**src/rtl/bp_pkg.sv**
```systemverilog
`default_nettype none
// ============================================================================
//  Module      : bp_pkg
//  Description : Shared types and helpers for the IF-stage branch predictor.
//                - 2-bit saturating counter encodings and inc/dec helpers
//                - shadow-pipe entry {pc, pred} carried from IF to MEM
//  Revision    : 1.0 - initial release
// ============================================================================
package bp_pkg;

    // Widest fetch address the shadow pipe can carry; narrower XLEN
    // instances zero-extend into it.
    localparam int BP_XLEN = 32;

    localparam logic [1:0] SNT = 2'b00;  // strongly not taken
    localparam logic [1:0] WNT = 2'b01;  // weakly not taken (reset value)
    localparam logic [1:0] WT  = 2'b10;  // weakly taken
    localparam logic [1:0] ST  = 2'b11;  // strongly taken

    typedef struct packed {
        logic [BP_XLEN-1:0] pc;
        logic               pred;
    } shadow_t;

    function automatic logic [1:0] sat_inc(input logic [1:0] c);
        return (c == ST) ? ST : c + 2'd1;
    endfunction

    function automatic logic [1:0] sat_dec(input logic [1:0] c);
        return (c == SNT) ? SNT : c - 2'd1;
    endfunction

endpackage
`default_nettype wire

```
**src/rtl/bp_pred_pipe.sv**
```systemverilog
`default_nettype none
// ============================================================================
//  Module      : bp_pred_pipe
//  Description : Three-entry shadow pipe (IF/ID, ID/EX, EX/MEM) that carries
//                each fetch prediction alongside the real pipeline.
//  Ports       : clk, rst      - clock, synchronous active-high reset
//                i_stall       - hold IF/ID, bubble into ID/EX
//                i_flush       - squash all three entries (wins over stall)
//                i_if_entry    - {pc, pred} produced in IF this cycle
//                o_mem_entry   - entry currently aligned with MEM
//  Revision    : 1.0 - initial release
// ============================================================================
module bp_pred_pipe
    import bp_pkg::*;
(
    input  wire logic    clk,
    input  wire logic    rst,
    input  wire logic    i_stall,
    input  wire logic    i_flush,
    input  wire shadow_t i_if_entry,
    output shadow_t      o_mem_entry
);

    shadow_t r_if_id;
    shadow_t r_id_ex;
    shadow_t r_ex_mem;

    always_ff @(posedge clk) begin
        if (rst || i_flush) begin
            r_if_id  <= '0;
            r_id_ex  <= '0;
            r_ex_mem <= '0;
        end else begin
            if (!i_stall) begin
                r_if_id <= i_if_entry;
            end
            // A stalled ID stage hands EX a bubble, so the held IF/ID
            // entry is not duplicated downstream.
            r_id_ex  <= i_stall ? '0 : r_if_id;
            r_ex_mem <= r_id_ex;
        end
    end

    assign o_mem_entry = r_ex_mem;

endmodule
`default_nettype wire

```
**src/rtl/branch_predictor.sv**
```systemverilog
`default_nettype none
// ============================================================================
//  Module      : branch_predictor
//  Description : IF-stage dynamic branch predictor. 2-bit saturating BHT
//                plus direct-mapped BTB indexed by fetch PC, with a shadow
//                pipe that delivers each prediction to MEM for training.
//  Ports       : clk, rst           - clock, synchronous active-high reset
//                if_pc              - fetch PC (zero-latency lookup)
//                stall, flush       - pipeline control for the shadow pipe
//                branch_resolved    - MEM holds a resolved conditional branch
//                actual_taken       - its resolved direction
//                mispredict         - MEM prediction was wrong
//                resolve_target     - computed target of the MEM branch
//                pred_taken         - IF prediction (BTB hit && counter[1])
//                pred_target        - BTB target on hit, else 0
//                mem_pred_taken     - prediction of the instruction in MEM
//                branch_count       - saturating resolved-branch count
//                mispredict_count   - saturating mispredict count
//  Revision    : 1.0 - initial release
// ============================================================================
module branch_predictor
    import bp_pkg::*;
#(
    parameter int XLEN    = 32,
    parameter int ENTRIES = 64,
    parameter int CNT_W   = 32
)(
    input  wire logic             clk,
    input  wire logic             rst,
    input  wire logic [XLEN-1:0]  if_pc,
    input  wire logic             stall,
    input  wire logic             flush,
    input  wire logic             branch_resolved,
    input  wire logic             actual_taken,
    input  wire logic             mispredict,
    input  wire logic [XLEN-1:0]  resolve_target,
    output logic                  pred_taken,
    output logic [XLEN-1:0]       pred_target,
    output logic                  mem_pred_taken,
    output logic [CNT_W-1:0]      branch_count,
    output logic [CNT_W-1:0]      mispredict_count
);

    localparam int IDX_W = $clog2(ENTRIES);
    localparam int TAG_W = XLEN - IDX_W - 2;

    // ------------------------------------------------------------------
    // Tables
    // ------------------------------------------------------------------
    logic [1:0]        r_cnt    [ENTRIES];
    logic [ENTRIES-1:0] r_valid;
    logic [TAG_W-1:0]  r_tag    [ENTRIES];
    logic [XLEN-1:0]   r_target [ENTRIES];

    logic [CNT_W-1:0]  r_branch_count;
    logic [CNT_W-1:0]  r_mispredict_count;

    // ------------------------------------------------------------------
    // Lookup: reads registered state only, so a same-cycle update to the
    // same index is seen on the following cycle.
    // ------------------------------------------------------------------
    logic [IDX_W-1:0] w_if_idx;
    logic [TAG_W-1:0] w_if_tag;
    logic             w_hit;

    assign w_if_idx = if_pc[IDX_W+1:2];
    assign w_if_tag = if_pc[XLEN-1:IDX_W+2];
    // A tag mismatch is a miss regardless of counter strength (aliasing).
    assign w_hit    = r_valid[w_if_idx] && (r_tag[w_if_idx] == w_if_tag);

    assign pred_taken  = w_hit && r_cnt[w_if_idx][1];
    assign pred_target = w_hit ? r_target[w_if_idx] : '0;

    // ------------------------------------------------------------------
    // Shadow pipe
    // ------------------------------------------------------------------
    shadow_t w_if_entry;
    shadow_t w_mem_entry;

    always_comb begin
        w_if_entry      = '0;
        w_if_entry.pc   = BP_XLEN'(if_pc);
        w_if_entry.pred = pred_taken;
    end

    bp_pred_pipe u_pred_pipe (
        .clk         (clk),
        .rst         (rst),
        .i_stall     (stall),
        .i_flush     (flush),
        .i_if_entry  (w_if_entry),
        .o_mem_entry (w_mem_entry)
    );

    assign mem_pred_taken = w_mem_entry.pred;

    // ------------------------------------------------------------------
    // Training uses the PC carried to MEM, not the current fetch PC.
    // ------------------------------------------------------------------
    logic [XLEN-1:0]  w_mem_pc;
    logic [IDX_W-1:0] w_mem_idx;
    logic [TAG_W-1:0] w_mem_tag;

    assign w_mem_pc  = w_mem_entry.pc[XLEN-1:0];
    assign w_mem_idx = w_mem_pc[IDX_W+1:2];
    assign w_mem_tag = w_mem_pc[XLEN-1:IDX_W+2];

    // Byte-offset bits never participate in indexing or tagging.
    logic w_unused;
    assign w_unused = ^{w_mem_pc[1:0], if_pc[1:0]};

    always_ff @(posedge clk) begin
        if (rst) begin
            for (int i = 0; i < ENTRIES; i++) begin
                r_cnt[i] <= WNT;
            end
            r_valid            <= '0;
            r_branch_count     <= '0;
            r_mispredict_count <= '0;
        end else if (branch_resolved) begin
            r_cnt[w_mem_idx] <= actual_taken ? sat_inc(r_cnt[w_mem_idx])
                                             : sat_dec(r_cnt[w_mem_idx]);
            if (actual_taken) begin
                r_valid[w_mem_idx] <= 1'b1;
            end
            if (r_branch_count != '1) begin
                r_branch_count <= r_branch_count + CNT_W'(1);
            end
            if (mispredict && (r_mispredict_count != '1)) begin
                r_mispredict_count <= r_mispredict_count + CNT_W'(1);
            end
        end
    end

    // Tag/target payload needs no reset: it is only observed behind valid.
    always_ff @(posedge clk) begin
        if (!rst && branch_resolved && actual_taken) begin
            r_tag[w_mem_idx]    <= w_mem_tag;
            r_target[w_mem_idx] <= resolve_target;
        end
    end

    assign branch_count     = r_branch_count;
    assign mispredict_count = r_mispredict_count;

endmodule
`default_nettype wire

```
**config.mk**
```make
export PLATFORM = sky130hd
export DESIGN_NAME = branch_predictor
export DESIGN_NICKNAME = d
export VERILOG_FILES = /design/src/rtl/bp_pkg.sv /design/src/rtl/bp_pred_pipe.sv /design/src/rtl/branch_predictor.sv
export SDC_FILE = /design/constraint.sdc
export NUM_CORES = 2
export LEC_CHECK = 0
export ABC_CLOCK_PERIOD_IN_PS = 8100
export CORE_MARGIN = 10
export CORE_UTILIZATION = 58
export DETAILED_ROUTE_END_ITERATION = 16
export HOLD_SLACK_MARGIN = 0.08
export PLACE_DENSITY_LB_ADDON = 0.1
export SLEW_MARGIN = 10
export SYNTH_ARGS = -nofsm -noshare
export SYNTH_HDL_FRONTEND = slang
export SYNTH_SLANG_ARGS = --single-unit
```
**constraint.sdc**
```tcl
create_clock -name clk -period 8.1 [get_ports clk]
set_input_delay 1.215 -clock clk [delete_from_list [all_inputs] [get_ports clk]]
set_output_delay 1.215 -clock clk [all_outputs]
set_load 0.005 [all_outputs]
```
==> results.toml <==
[timing]
tightest_slew_ns = 1.368
fin_skew_ns = 0.05063
slew_headroom_pct = 8.296
period_needed_ns = 7.676
fin_tns_setup_ns = 0
hold_viol = 0
setup_slack_ns = 0.4245
fin_crit_sh_pct = 94.76
rsz0062_at_grt = "false"
whs_ns = 0.4217
setup_viol = 0
clock.fmax_mhz = 130.3
finalMaxSlewViolations = 0

[global_route]
grt_max_degree = 114
grt-ovfl-total = 0
grt_first_pass_wirelength_microns = 597500
grt_pass1_vias = 77030
grt_use_total_pct = 30.28
antenna_found_initial = 22

[drt]
ant_nets = 0
first_iter_violations = 11760
viasPerCell = 6.983
vias = 77880
wl_per_cell_microns = 38.38
drc_errors = 0
drt_wl_total_microns = 428100
drt-pass1-iter-count = 7

[logic_synthesis]
ys_warn_count = 0
yosys.area.top_type_share_pct = 73.57
synth_area_sq_um = 151500
synth_top_cells_by_area = "edfxtp_1 (74%), mux4_2 (15%), dfxtp_1 (2.9%), mux2i_1 (1.1%), a22oi_1 (0.62%)"
ys_seq_area_share_pct = 76.49
synth_fa_ha_area_share_pct = 0.02973
synth-xor-area-share_pct = 0.4567
synth_top_family_by_area = "multiplexers"
synth-seq-cells = 3933
async_flop_share_pct = 0
synth_mux_area_share_pct = 16.59
yosys.area_share.simple_pct = 2.830
yosysUniqueCellTypes = 72
syn_nets = 7053
yosysTopAreaCell = "edfxtp_1"
synthCells = 6980
synth_compound_area_share_pct = 2.246
synth_edf_count = 3712
synth_flop_cell = "edfxtp_1"
syn_area_per_cell_sq_um = 21.71

[outcome]
status = "finished clean"

[clocking]
htreeDepth = 5
cts.sinks = 3933
cts_setup_buffers = 0
clk_latency_ns = 0.99
ctsResizeCount = 0
cts_tree = "yes"
clockRootBuffer = "clkbuf_16"
clk_path_buf_depth = 4
cts_buffers = 403
hold_buffers = 0
cts.clk_slew.worst_paths_ns = 0.06

[power]
leakage_nw = 50.63
power_w = 0.04180
ir_worst_vdd_uv = 273.8
p_per_area_nw_per_um2 = 243.9

[floorplan]
dieArea_sq_um = 282100
fp.dieH_microns = 531.1
initial_core_util_pct = 58.34
fp.coreArea_sq_um = 259700
rows = 187
ios = 169
die_x_microns = 531.1

[setup_path]
cpMostUsedCell = "buf_4"
critical-path-slowest-cell = "or4_4"
cp.arrival_ns = 6.46
critPathMaxFanout = 66
startpoint_type = "input pin"
critPathTopFamily = "buffers and inverters"
crit_path_max_incr_delay_ns = 0.73
required_ns = 6.88
endpoint_kind = "output port"
path_cells = "buf_16 > buf_4 > mux4_2 > o22ai_1 > nor4_1 > buf_4 > o32ai_1 > xor2_1 > nand4_1 > or4_4 > a2111oi_1 > buf_4 > clkdlybuf4s50_1"
critPathKind = "input pin to output port"
cp_num_buf_inv = 5

[layout]
drive_gt1_share_pct = 26.70
area_growth_pct = 13.12
multi_input_area_sq_um = 34070
n_fill_cell = 16650
seqCellArea_sq_um = 115900
fin_nets = 7505

[flow_run]
drv_cap = 0

[place]
port_buffers = 166
gp_congestion = 0.8296
hpwl_microns = 221500
place_ws_ns = 0.5784

[hold_path]
min_path_type = "register to register"
-- state kept, by name (all words and copies together), names as in the netlist --
signal                   cells
r_target                  2048
r_valid                     64
u_pred_pipe.r_if_id         31
r_tag                     1536
r_cnt                      128
branch_count                32
mispredict_count            32
u_pred_pipe.r_id_ex         31
u_pred_pipe.o_mem_entry     31
-- placed cells by master, fill, tap and decap left out, types with 19 or more instances in the layout --
master and instances:
clkbuf_16 407, buf_4 239, xnor2_1 31, clkbuf_1 93, clkdlybuf4s50_1 135, a22o_1 21
nand3_1 99, bufinv_16 36, nor2b_1 19, clkinv_2 72, nor3_1 52, xor2_1 48
edfxtp_1 3712, nor2_1 167, buf_12 49, nor3b_2 27, and2_1 83, a221oi_1 29
nor3_2 27, o21ai_0 57, a31oi_1 19, a22oi_1 125, buf_2 25, dfxtp_1 204
clkinv_1 67, a21o_1 67, nor2_4 39, mux2i_1 165, o22ai_1 44, nand2_1 207
mux4_2 1035, a21oi_1 50, nand4_1 36
-- synthesized netlist by cell type (23+ instances only) --
| cell | instances |
|---|---|
| a21o_1 | 67 |
| a21oi_1 | 50 |
| a221oi_1 | 29 |
| a22oi_1 | 125 |
| and2_1 | 83 |
| buf_1 | 59 |
| buf_2 | 111 |
| buf_4 | 33 |
| buf_6 | 29 |
| clkbuf_1 | 172 |
| dfxtp_1 | 221 |
| edfxtp_1 | 3712 |
| mux2i_1 | 165 |
| mux4_2 | 1035 |
| nand2_1 | 207 |
| nand3_1 | 100 |
| nand4_1 | 36 |
| nor2_1 | 209 |
| nor3_1 | 80 |
| nor3b_2 | 23 |
| o21ai_0 | 57 |
| o22ai_1 | 44 |
| xnor2_1 | 31 |
| xor2_1 | 48 |
-- through the flow --
stage               cells  instance area (sq um)  utilization (%)
floorplan            6980                 151500                -
global placement    10430                 158600            61.08
detailed placement  10430                 158600            61.08
CTS                 11150                 171400            65.99
global route        11150                 171400            65.99
finish              11150                 171400            65.99
-- layout make-up --
class	count	area share, %
inverter	15	0.04234
multi-input combinational	2627	19.88
antenna	6	0.008760
sequential	3933	67.63
clock buffer	514	6.258
clock inverter	205	1.180
timing repair buffer	452	2.521
tap	3402	2.484
-- cell families (layout without fill, tap and decap cells) --
kind of cell    count (synthesis)  in the layout
compound gates                478            478
xor+xnor                       79             79
fa+ha+maj                       4              4
buf+inv                       420           1186
flops                        3933           3933
mux                          1215           1215
other cells                     0              6
simple gates                  851            851
-- report_power, final --
group | internal (W) | total, W | leakage (nW) | switching, W
registers | 0.0221 | 0.0221 | 32.0 | 0.0000183
clock network | 0.0105 | 0.0181 | 6.22 | 0.00760
logic | 0.000611 | 0.00158 | 12.4 | 0.000964
total | 0.0332 | 0.0418 | 50.6 | 0.00858
-- worst register-to-register path: stages, from the launching register on --
cell,delay (ns)
dfxtp_1,0.77
nand3_1,0.47
nor2_1,0.68
nand2_1,0.25
nor2_4,0.88
buf_4,0.67
-- layer usage --
metal,wire (microns),vias up,global-route usage [%]
met5,27,-,0
met4,14530,4,9.318
met3,50230,819,7.380
met2,202500,5102,47.19
met1,160800,41750,43.16
li1,-,30210,-
-- final timing paths --
kind                                              start                                endpoint  slack (ns)  cells after the start
setup / recovery                               if_pc[2]                          pred_target[6]        0.42                     13
hold / removal       u_pred_pipe.r_id_ex[25]$_SDFF_PP0_  u_pred_pipe.o_mem_entry[25]$_SDFF_PP0_        0.42                      1
setup reg to reg  u_pred_pipe.o_mem_entry[6]$_SDFF_PP0_                 r_tag[62][18]$_DFFE_PP_        3.92                      5
hold reg to reg      u_pred_pipe.r_id_ex[25]$_SDFF_PP0_  u_pred_pipe.o_mem_entry[25]$_SDFF_PP0_        0.42                      1
No activity file was read; power rests on OpenSTA's default activity.
